**config.mk**
```make
export PLATFORM = sky130hd
export DESIGN_NAME = fetch_ctrl
export DESIGN_NICKNAME = d
export VERILOG_FILES = /design/src/rtl/fetch_ctrl.sv
export SDC_FILE = /design/constraint.sdc
export NUM_CORES = 1
export LEC_CHECK = 0
export BUFFER_PORTS_ARGS = -buffer_cell sky130_fd_sc_hd__buf_2
export CORE_MARGIN = 2
export CORE_UTILIZATION = 40
export DETAILED_ROUTE_END_ITERATION = 8
export PLACE_DENSITY_LB_ADDON = 0.12
export SYNTH_ARGS = -nofsm -noshare
export SYNTH_HDL_FRONTEND = slang
export SYNTH_SLANG_ARGS = --single-unit
```
**constraint.sdc**
```tcl
create_clock -name clk -period 4.2 [get_ports clk]
set_clock_uncertainty 0.05 [all_clocks]
set_input_delay 0.84 -clock clk [delete_from_list [all_inputs] [get_ports clk]]
set_output_delay 0.84 -clock clk [all_outputs]
set_load 0.05 [all_outputs]
```
**src/rtl/fetch_ctrl.sv**
```systemverilog
// Instruction fetch controller: PC register control, imem handshake,
// redirect (trap/jump/branch) handling and single-entry output buffer.
//
// Ports:
//   clk, rst                   clock, synchronous active-high reset
//   trap, jr_valid, jr_tgt     trap / absolute jump redirect requests
//   br_valid, br_pc, br_off    taken branch (target = br_pc + br_off)
//   stall                      downstream not ready
//   pc_cur                     current PC from the external PC register
//   pc_jmp, pc_rel, pc_nxt     PC register controls (hold = 1,1,0)
//   imem_req, imem_addr        fetch request and address
//   imem_ack, imem_data        fetch completion and fetched word
//   inst_valid, inst, inst_pc  instruction to downstream
//   flush                      redirect accepted this cycle
module fetch_ctrl #(
  parameter logic [31:0] TRAP_VEC = 32'h0000_0100
) (
  input  logic        clk,
  input  logic        rst,
  input  logic        trap,
  input  logic        jr_valid,
  input  logic [31:0] jr_tgt,
  input  logic        br_valid,
  input  logic [31:0] br_pc,
  input  logic [31:0] br_off,
  input  logic        stall,
  input  logic [31:0] pc_cur,
  output logic        pc_jmp,
  output logic        pc_rel,
  output logic [31:0] pc_nxt,
  output logic        imem_req,
  output logic [31:0] imem_addr,
  input  logic        imem_ack,
  input  logic [31:0] imem_data,
  output logic        inst_valid,
  output logic [31:0] inst,
  output logic [31:0] inst_pc,
  output logic        flush
);

  typedef enum logic [1:0] {
    IDLE  = 2'd0,
    FETCH = 2'd1,
    OUT   = 2'd2,
    DRAIN = 2'd3
  } state_t;

  state_t      state_q;
  state_t      state_d;
  logic [31:0] inst_q;
  logic [31:0] inst_pc_q;

  logic        redir;
  logic [31:0] tgt;
  logic        accept;

  // Redirects are ignored during reset; trap wins over jump over branch.
  always_comb begin
    redir = !rst && (trap || jr_valid || br_valid);
    if (trap)
      tgt = TRAP_VEC;
    else if (jr_valid)
      tgt = jr_tgt;
    else
      tgt = br_pc + br_off;
  end

  // A completed fetch is kept only when no redirect kills it.
  assign accept = !rst && (state_q == FETCH) && imem_ack && !redir;

  always_ff @(posedge clk) begin
    if (rst)
      state_q <= IDLE;
    else
      state_q <= state_d;
  end

  always_comb begin
    state_d = state_q;
    case (state_q)
      IDLE:  state_d = FETCH;
      FETCH: begin
        if (imem_ack)
          state_d = redir ? FETCH : OUT;
        else if (redir)
          state_d = DRAIN;
      end
      OUT: begin
        if (redir || !stall)
          state_d = FETCH;
      end
      DRAIN: begin
        // A redirect here only reloads the PC; the ack still has to land.
        if (imem_ack)
          state_d = FETCH;
      end
      default: state_d = IDLE;
    endcase
  end

  always_ff @(posedge clk) begin
    if (rst) begin
      inst_q    <= '0;
      inst_pc_q <= '0;
    end else if (accept) begin
      inst_q    <= imem_data;
      inst_pc_q <= pc_cur;
    end
  end

  always_comb begin
    pc_jmp     = 1'b1;
    pc_rel     = 1'b1;
    pc_nxt     = '0;
    flush      = 1'b0;
    imem_req   = 1'b0;
    imem_addr  = pc_cur;
    inst_valid = 1'b0;
    if (!rst) begin
      imem_req   = (state_q == FETCH);
      inst_valid = (state_q == OUT);
      if (redir) begin
        pc_rel = 1'b0;
        pc_nxt = tgt;
        flush  = 1'b1;
      end else if (accept) begin
        pc_jmp = 1'b0;
      end
    end
  end

  assign inst    = rst ? '0 : inst_q;
  assign inst_pc = rst ? '0 : inst_pc_q;

endmodule

```
## After elaboration in Yosys (flattened, before gate mapping)

Cells that the tools add are included.

- Equality and inequality tests: 6
- Add/subtract/negate cells: 1
- Mux-type cells: 21
- Reductions and logical operators: 12

Operator list:

| operator | number |
|---|---|
| 2-to-1 mux 32 bit | 6 |
| adder 32 bit | 1 |
| 2-to-1 mux 2 bit | 5 |
| 2-to-1 mux 1 bit | 9 |
| case mux 2 bit (4 select lines) | 1 |
| equality test 2 bit, second input constant | 2 |
| logical AND 1 bit | 4 |
| != test 2 bit, second input constant | 2 |
| logical NOT 1 bit | 3 |
| logical OR 1 bit | 3 |
| != test 3 bit, second input constant | 1 |
| AND reduction 3 bit | 1 |
| equality test 2 x 1 -> 1 bit, second input constant | 1 |
| logical NOT 2 bit | 1 |

- Output and inout port bits: 133
- Logic and storage cells: 43
- Input bits: 167
- Register bits: 66

## Depth between registers and ports, before layout

Gate-level depths: netlist (run 1).

- Depth in word-level cells: 8
- Depth in mapped cells: 10

## Worst setup path before layout (run 1)

OpenSTA, ideal clock, no wires.

- Kind: input-to-output
- Start: in br_pc[12]
- End: out pc_nxt[17]
- Stages: 10
- Arrival: 3411 ps
- Path slack: -101 ps
- Cell sequence: ha_1 > buf_2 > a21oi_1 > o21ai_1 > nor3_1 > a211oi_2 > nor2b_1 > o21ai_1 > xnor2_1 > o31ai_1

- Longest elaborated chain between the ends: 5

Ends and longest elaborated chain:

| element | RTL line | RTL |
|---|---|---|
| from (decl) | 24 | `input logic [31:0] br_pc,` |
| adder 32 bit | 65 | `tgt = br_pc + br_off;` |
| 2-to-1 mux 32 bit | 62 | `else if (jr_valid)` |
| 2-to-1 mux 32 bit | 60 | `if (trap)` |
| 2-to-1 mux 32 bit | 122 | `if (redir) begin` |
| 2-to-1 mux 32 bit | 119 | `if (!rst) begin` |
| to (decl) | 30 | `output logic [31:0] pc_nxt,` |

No other way between the ends.

## Worst setup path after layout (run 1)

- Start: in br_off[1]
- End: out pc_nxt[31]

- Longest elaborated chain between the ends: 5

Ends and longest elaborated chain:

| element | RTL line | RTL |
|---|---|---|
| from (decl) | 25 | `input logic [31:0] br_off,` |
| adder 32 bit | 65 |  |
| 2-to-1 mux 32 bit | 62 |  |
| 2-to-1 mux 32 bit | 60 |  |
| 2-to-1 mux 32 bit | 122 |  |
| 2-to-1 mux 32 bit | 119 |  |

No other way between the ends.

==> summary.md, run 1 <==
| Metric | Value |
|---|---|
| Slew @ Worst Pin | `0.8112 ns` |
| Pwr per Cell Area | `306.3 nW/um^2` |
| Worst skew pair latency | `0.32 ns` |
| Layout cells sized above 1 | `between 40% and 50%` |
| Initial Util | `41.02%` |
| RSZ-0062 raised after global routing | `false` |
| Placed Instances | `just over 1000` |
| Setup TNS | `0 ns` |
| Commonest non-fill, non-tap cell in the layout | `buf_2` |
| Final min period | `roughly 4.1 ns` |
| Clock Pin Slew Worst Setup and Hold Paths | `~0.050 ns` |
| CTS root buf | `clkbuf_16` |
| Fin nets | `1077` |
| Residual DRC count | `0` |
| # rows | `between 40 and 50` |
| Most frequent cells in the layout | `293 x buf_2, 66 x nor2b_1, 66 x dfxtp_1, 49 x mux2_1, 42 x nor2_1` |
| Synth top area share | `about a quarter` |
| Sw Ratio | `between 30 and 40%` |
| Compound-Gate Fraction of Synth Area | `approximately 17%` |
| Clock network fraction of total power | `between 30% and 40%` |
| Antenna violations before repair | `0` |
| Simple-gate share of the synthesized area | `between 20 and 25%` |
| Clock Tree Buf Depth | `2` |
| Post-synthesis cell area | `just over 5000 sq um` |
| Top Ports | `300` |
| Smallest hold slack | `~0.54 ns` |
| CP required | `between 3 and 4 ns` |
| Post-Synth XOR/XNOR Area | `2.528%` |
| CTS tree | `yes` |
| DR vias | `around 5400` |
| CP Launch Type | `input port` |
| Slew Viols, Final | `0` |
| CTS Sinks | `66` |
| Maximum vdd drop | `between 300 and 400 uV` |
| Total core area | `approximately 13000 sq um` |
| Post-synthesis sequential area ratio | `about a quarter` |
| Synth Area in Adders | `under 10%` |
| Max Fclk | `244.9 MHz` |
| Worst slew margin | `between 40 and 50%` |
| Final WS setup | `0.1166 ns` |
| Status | `finished, final reports clean` |
| EDFF count, synth | `0` |
| Htree depth | `3` |
| Inserted Diodes | `0` |
| Final instance area | `7020 sq um` |
| Synth top area cells | `dfxtp_1 25%, mux2_1 11%, nor2b_1 7.9%, ha_1 7.5%, buf_4 4.6%` |
| Int Power | `between 1 and 1.5 mW` |
| Final setup vio count | `0` |
| Die Wd | `about 120 um` |
| Mux contribution to synthesized area | `16.56%` |
| Place WS | `-0.07443 ns` |
| Worst path arrival time | `between 3 and 4 ns` |
| Vias in the first global route | `between 5000 and 6000` |
| Wire length per cell | `about 15 um` |
| Cts hold-fix bufs | `0` |
| Crit share post-route | `roughly 97%` |
| Worst-path fanout max | `3` |
| First-pass GRT wire length | `24.66 mm` |
| Area Growth Syn to Fin | `35.07%` |
| Gr ovfl total | `0` |
| Syn. warnings | `0` |
| Critical path capture point type | `output port` |
| Mapped Cells | `620` |
| Pleak | `~3.7 nW` |
| Largest family of logic cells by synthesized area | `simple AND/OR/NAND/NOR gates` |
| Inserted Clock Buffers | `9` |
| Final Non-Filler Cells | `between 1000 and 1500` |
| Switching pwr | `~0.73 mW` |
| DP Area | `roughly 6600 sq um` |
| Die area | `13920 sq um` |
| Async SR Flop Fraction | `0%` |
| Routed wire length | `between 15 and 20 mm` |
| Sequential Power Share | `a little under a third` |
| Hold Path Class | `flop to flop` |
| Die height | `roughly 120 um` |
| First DRT Iteration DRCs | `227` |
| Ys flop type | `dfxtp_1` |
| Cell variety after synth | `64` |
| Synth area leader | `dfxtp_1` |
| Synthesized area per cell | `8.383 sq um` |
| DRT antenna net count | `0` |
| First-pass DRT Iterations | `5` |
| Syn_nets | `slightly above 800` |
| Hold Vio Cnt, Final | `0` |
| IO buf count | `approximately 300` |
| Dpl hpwl | `12.32 mm` |
| Mean number of vias per cell | `roughly 5.1` |
| Seq cells post-synth | `66` |
| Final Wtd Congestion | `0.8474` |
| Kind of critical path | `input port to output port` |
| Largest net degree at the start of global routing | `roughly 70` |
| Combinational power share | `between 30% and 40%` |
| # Max-Cap Violations | `0` |
| GRT Total Usage | `a little over a fifth` |
## registers in the layout (all words and copies together), names as in the netlist
register / count
inst_pc_q: 32
state_q: 2
inst_q: 32
## final cells by class
cell class / instances / area, sq um
tap: 172 / 215.2
inverter: 9 / 33.78
sequential: 66 / 1321
timing repair buffer: 314 / 1632
multi-input combinational: 478 / 3520
fill: 1218 / 5650
clock buffer: 14 / 264.0
clock inverter: 2 / 35.03
## critical path, stage by stage
cell and delay (ns):
buf_4 0.13, ha_4 0.24, a211oi_4 0.27, o21bai_2 0.11
a2111oi_4 0.43, o211ai_2 0.18, a41o_1 0.21, o21ai_2 0.16
mux2i_2 0.27, o211a_1 0.19, buf_6 0.16
## worst paths after layout
check | slack, ns | cells after the start | endpoint | from
max | 0.12 | 11 | pc_nxt[31] | br_off[1]
min | 0.54 | 2 | inst_pc_q[19]$_SDFFE_PP0P_ | inst_pc_q[19]$_SDFFE_PP0P_
max reg2reg | 2.29 | 4 | inst_pc_q[5]$_SDFFE_PP0P_ | state_q[0]$_SDFFE_PP0P_
min reg2reg | 0.54 | 2 | inst_pc_q[19]$_SDFFE_PP0P_ | inst_pc_q[19]$_SDFFE_PP0P_
## Yosys cell counts (all sizes together), types with 13 or more instances
cell / number
o21ai: 28
dfxtp: 66
nand2: 42
mux2i: 14
nor2: 42
buf: 46
clkbuf: 21
nand3: 19
mux2: 64
xnor2: 13
a21oi: 38
a21o: 15
ha: 31
nor3: 18
nor2b: 66
## per-layer routing
metal | track usage, % | up-vias | part of all wire [%]
met1 | 23.95 | 2423 | 41
met4 | 8.208 | 0 | 2.0
li1 | - | 2689 | -
met3 | 4.893 | 25 | 7.3
met5 | 0 | - | 0
met2 | 39.06 | 238 | 50
## through the flow
step                      power, mW  util [%]
after detailed placement      1.405     52.46
after CTS                     2.157     54.92
after floorplan               1.210         -
after global routing          2.253     55.41
final                         2.150     55.41
after global placement        1.398     52.46
## timing repair
item,4_1_cts,5_1_grt
setup endpoints to repair,2,14
pin swaps,1,8
hold endpoints to repair,0,0
resized for setup,4,14
buffers inserted,0,1
## power groups by stage
stage	clock network [mW]	logic, mW	registers (mW)
2_1_floorplan	0	0.541	0.670
3_3_place_gp	0	0.727	0.671
3_5_place_dp	0	0.733	0.672
4_1_cts	0.759	0.738	0.659
5_1_grt	0.785	0.806	0.661
6_report	0.745	0.747	0.659
## logic make-up after synthesis
kind of cell             Yosys count
AND/OR/NAND/NOR                  224
flip-flops                        66
AO/OA/AOI/OAI                    129
buffers and inverters             76
XOR/XNOR                          15
multiplexers                      78
adder cells (fa/ha/maj)           32
Power figures use the tool's default switching activity.
==> run 2, diff against run 1 <==
--- a/config.mk
+++ b/config.mk
@@ -8,6 +8,7 @@
 export BUFFER_PORTS_ARGS = -buffer_cell sky130_fd_sc_hd__buf_2
 export CORE_MARGIN = 2
 export CORE_UTILIZATION = 40
+export CTS_BUF_LIST = sky130_fd_sc_hd__clkbuf_8
 export DETAILED_ROUTE_END_ITERATION = 8
 export PLACE_DENSITY_LB_ADDON = 0.12
 export SYNTH_ARGS = -nofsm -noshare
==> summary.md, run 2 (synthesized netlist as in run 1, its figures left out) <==
| Metric | Value |
|---|---|
| Status | `finished, final reports clean` |
| Hold Path Class | `flop to flop` |
| Inserted Clock Buffers | `9 (unchanged)` |
| Final min period | `4.086 ns (+0.002194 ns)` |
| Mean number of vias per cell | `5.093 (about the same)` |
| CTS root buf | `clkbuf_8` |
| Die height | `118.0 um (unchanged)` |
| Gr ovfl total | `0 (unchanged)` |
| Pwr per Cell Area | `279.0 nW/um^2 (-8.9%)` |
| Crit share post-route | `97.28% (about the same)` |
| Antenna violations before repair | `0 (unchanged)` |
| Initial Util | `41.02% (unchanged)` |
| DRT antenna net count | `0 (unchanged)` |
| Top Ports | `300 (unchanged)` |
| DR vias | `5373 (-0.037%)` |
| Worst slew margin | `45.15% (-0.77 points)` |
| Max Fclk | `244.8 MHz (about the same)` |
| Maximum vdd drop | `256.2 uV (-19%)` |
| Vias in the first global route | `5275 (+0.13%)` |
| # rows | `41 (unchanged)` |
| First-pass GRT wire length | `24.68 mm (about the same)` |
| DP Area | `6648 sq um (unchanged)` |
| Final setup vio count | `0 (unchanged)` |
| Final Wtd Congestion | `0.8474 (unchanged)` |
| Worst skew pair latency | `0.33 ns (about the same)` |
| RSZ-0062 raised after global routing | `false` |
| CP Launch Type | `input port` |
| Final WS setup | `0.1144 ns (-0.002194 ns)` |
| First-pass DRT Iterations | `7 (+2)` |
| CTS Sinks | `66 (unchanged)` |
| Worst-path fanout max | `3 (unchanged)` |
| Routed wire length | `15.53 mm (about the same)` |
| CTS tree | `yes` |
| Critical path capture point type | `output port` |
| Total power | `1.930 mW (-10%)` |
| Pleak | `3.685 nW (-0.91%)` |
| GRT Total Usage | `21.31% (-0.072 points)` |
| Layout cells sized above 1 | `41.79% (unchanged)` |
| CP required | `3.31 ns (about the same)` |
| Worst path arrival time | `3.20 ns (about the same)` |
| Most frequent cells in the layout | `293 x buf_2, 66 x nor2b_1, 66 x dfxtp_1, 49 x mux2_1, 42 x nor2_1` |
| Fillers | `1228 (+0.82%)` |
| Hold Vio Cnt, Final | `0 (unchanged)` |
| Die Wd | `118.0 um (unchanged)` |
| Fin nets | `1077 (unchanged)` |
| Final Non-Filler Cells | `1055 (unchanged)` |
| Cts hold-fix bufs | `0 (unchanged)` |
| Inserted Diodes | `0 (unchanged)` |
| Commonest non-fill, non-tap cell in the layout | `buf_2` |
| Top Registers | `inst_pc_q (32), inst_q (32), state_q (2)` |
| Wire length per cell | `14.72 um (about the same)` |
| Largest net degree at the start of global routing | `71 (unchanged)` |
| Setup TNS | `0 ns (unchanged)` |
| Die area | `13920 sq um (unchanged)` |
| Area Growth Syn to Fin | `33.12%` |
| First DRT Iteration DRCs | `233 (+2.6%)` |
| Slew @ Worst Pin | `0.8228 ns (+0.01160 ns)` |
| Place WS | `-0.07443 ns (unchanged)` |
| Slew Viols, Final | `0 (unchanged)` |
| Total core area | `12670 sq um (unchanged)` |
| Clock Pin Slew Worst Setup and Hold Paths | `0.07 ns (+0.02 ns)` |
| # Max-Cap Violations | `0 (unchanged)` |
| Clock Tree Buf Depth | `2 (unchanged)` |
| IO buf count | `299 (unchanged)` |
| Htree depth | `3 (unchanged)` |
| Dpl hpwl | `12.32 mm (unchanged)` |
| Kind of critical path | `input port to output port` |
| Placed Instances | `1039 (unchanged)` |
| Final instance area | `6919 sq um (-1.4%)` |
| Residual DRC count | `0 (unchanged)` |
## run 2: changes by cell type in the layout (fill, tap and decap cells not counted)
cell / change
clkbuf_1: -3
clkbuf_8: +9
inv_1: +3
clkbuf_16: -9
## run 2: final timing paths
| check | start | to | slack (ns) | cells past startpoint |
|---|---|---|---|---|
| worst max register to register | state_q[0]$_SDFFE_PP0P_ | inst_q[7]$_SDFFE_PP0P_ | 2.29 | 4 |
| worst min-delay path | inst_pc_q[19]$_SDFFE_PP0P_ | inst_pc_q[19]$_SDFFE_PP0P_ | 0.55 | 2 |
| worst max-delay path | br_off[1] | pc_nxt[31] | 0.11 | 11 |
| worst min register to register | inst_pc_q[19]$_SDFFE_PP0P_ | inst_pc_q[19]$_SDFFE_PP0P_ | 0.55 | 2 |
## run 2: worst max-delay path, cell delays in order
cell	delay, ns
buf_4	0.13
ha_4	0.24
a211oi_4	0.27
o21bai_2	0.11
a2111oi_4	0.43
o211ai_2	0.18
a41o_1	0.21
o21ai_2	0.16
mux2i_2	0.27
o211a_1	0.19
buf_6	0.16
## run 2: power by group
part	total (mW)	internal [mW]	switching, mW
clock	0.526	0.299	0.226
sequential	0.658	0.652	0.00626
combinational	0.747	0.274	0.473
## run 2: stage by stage
stage / util, % / hold slack (ns)
finish: 54.61 / 0.5460
global placement: 52.46 / 0.5246
floorplan: - / 0.4983
global route: 54.61 / 0.6014
detailed placement: 52.46 / 0.5392
CTS: 54.12 / 0.5568
## run 2: what timing repair did
| action | 4_1_cts | 5_1_grt |
|---|---|---|
| setup buffers | 0 | 1 |
| pin swaps | 1 | 8 |
| endpoints found under the setup margin | 2 | 14 |
| resized for setup | 4 | 14 |
## run 2: cell type report
class,instances,area [sq um],share of cell area [%]
Clock buffer,11,151.4,2.188
Multi-Input combinational cell,478,3520,50.87
Clock inverter,5,46.29,0.6691
Sequential cell,66,1321,19.10
Timing Repair Buffer,314,1632,23.58
Tap cell,172,215.2,3.110
Inverter,9,33.78,0.4882
## run 2: routing by layer
layer | vias up | GRT usage, % | share of wire [%]
li1 | 2693 | - | -
met1 | 2428 | 23.92 | 41
met2 | 230 | 39.17 | 50
met5 | - | 0 | 0
met3 | 22 | 5.329 | 7.3
met4 | 0 | 6.852 | 1.7
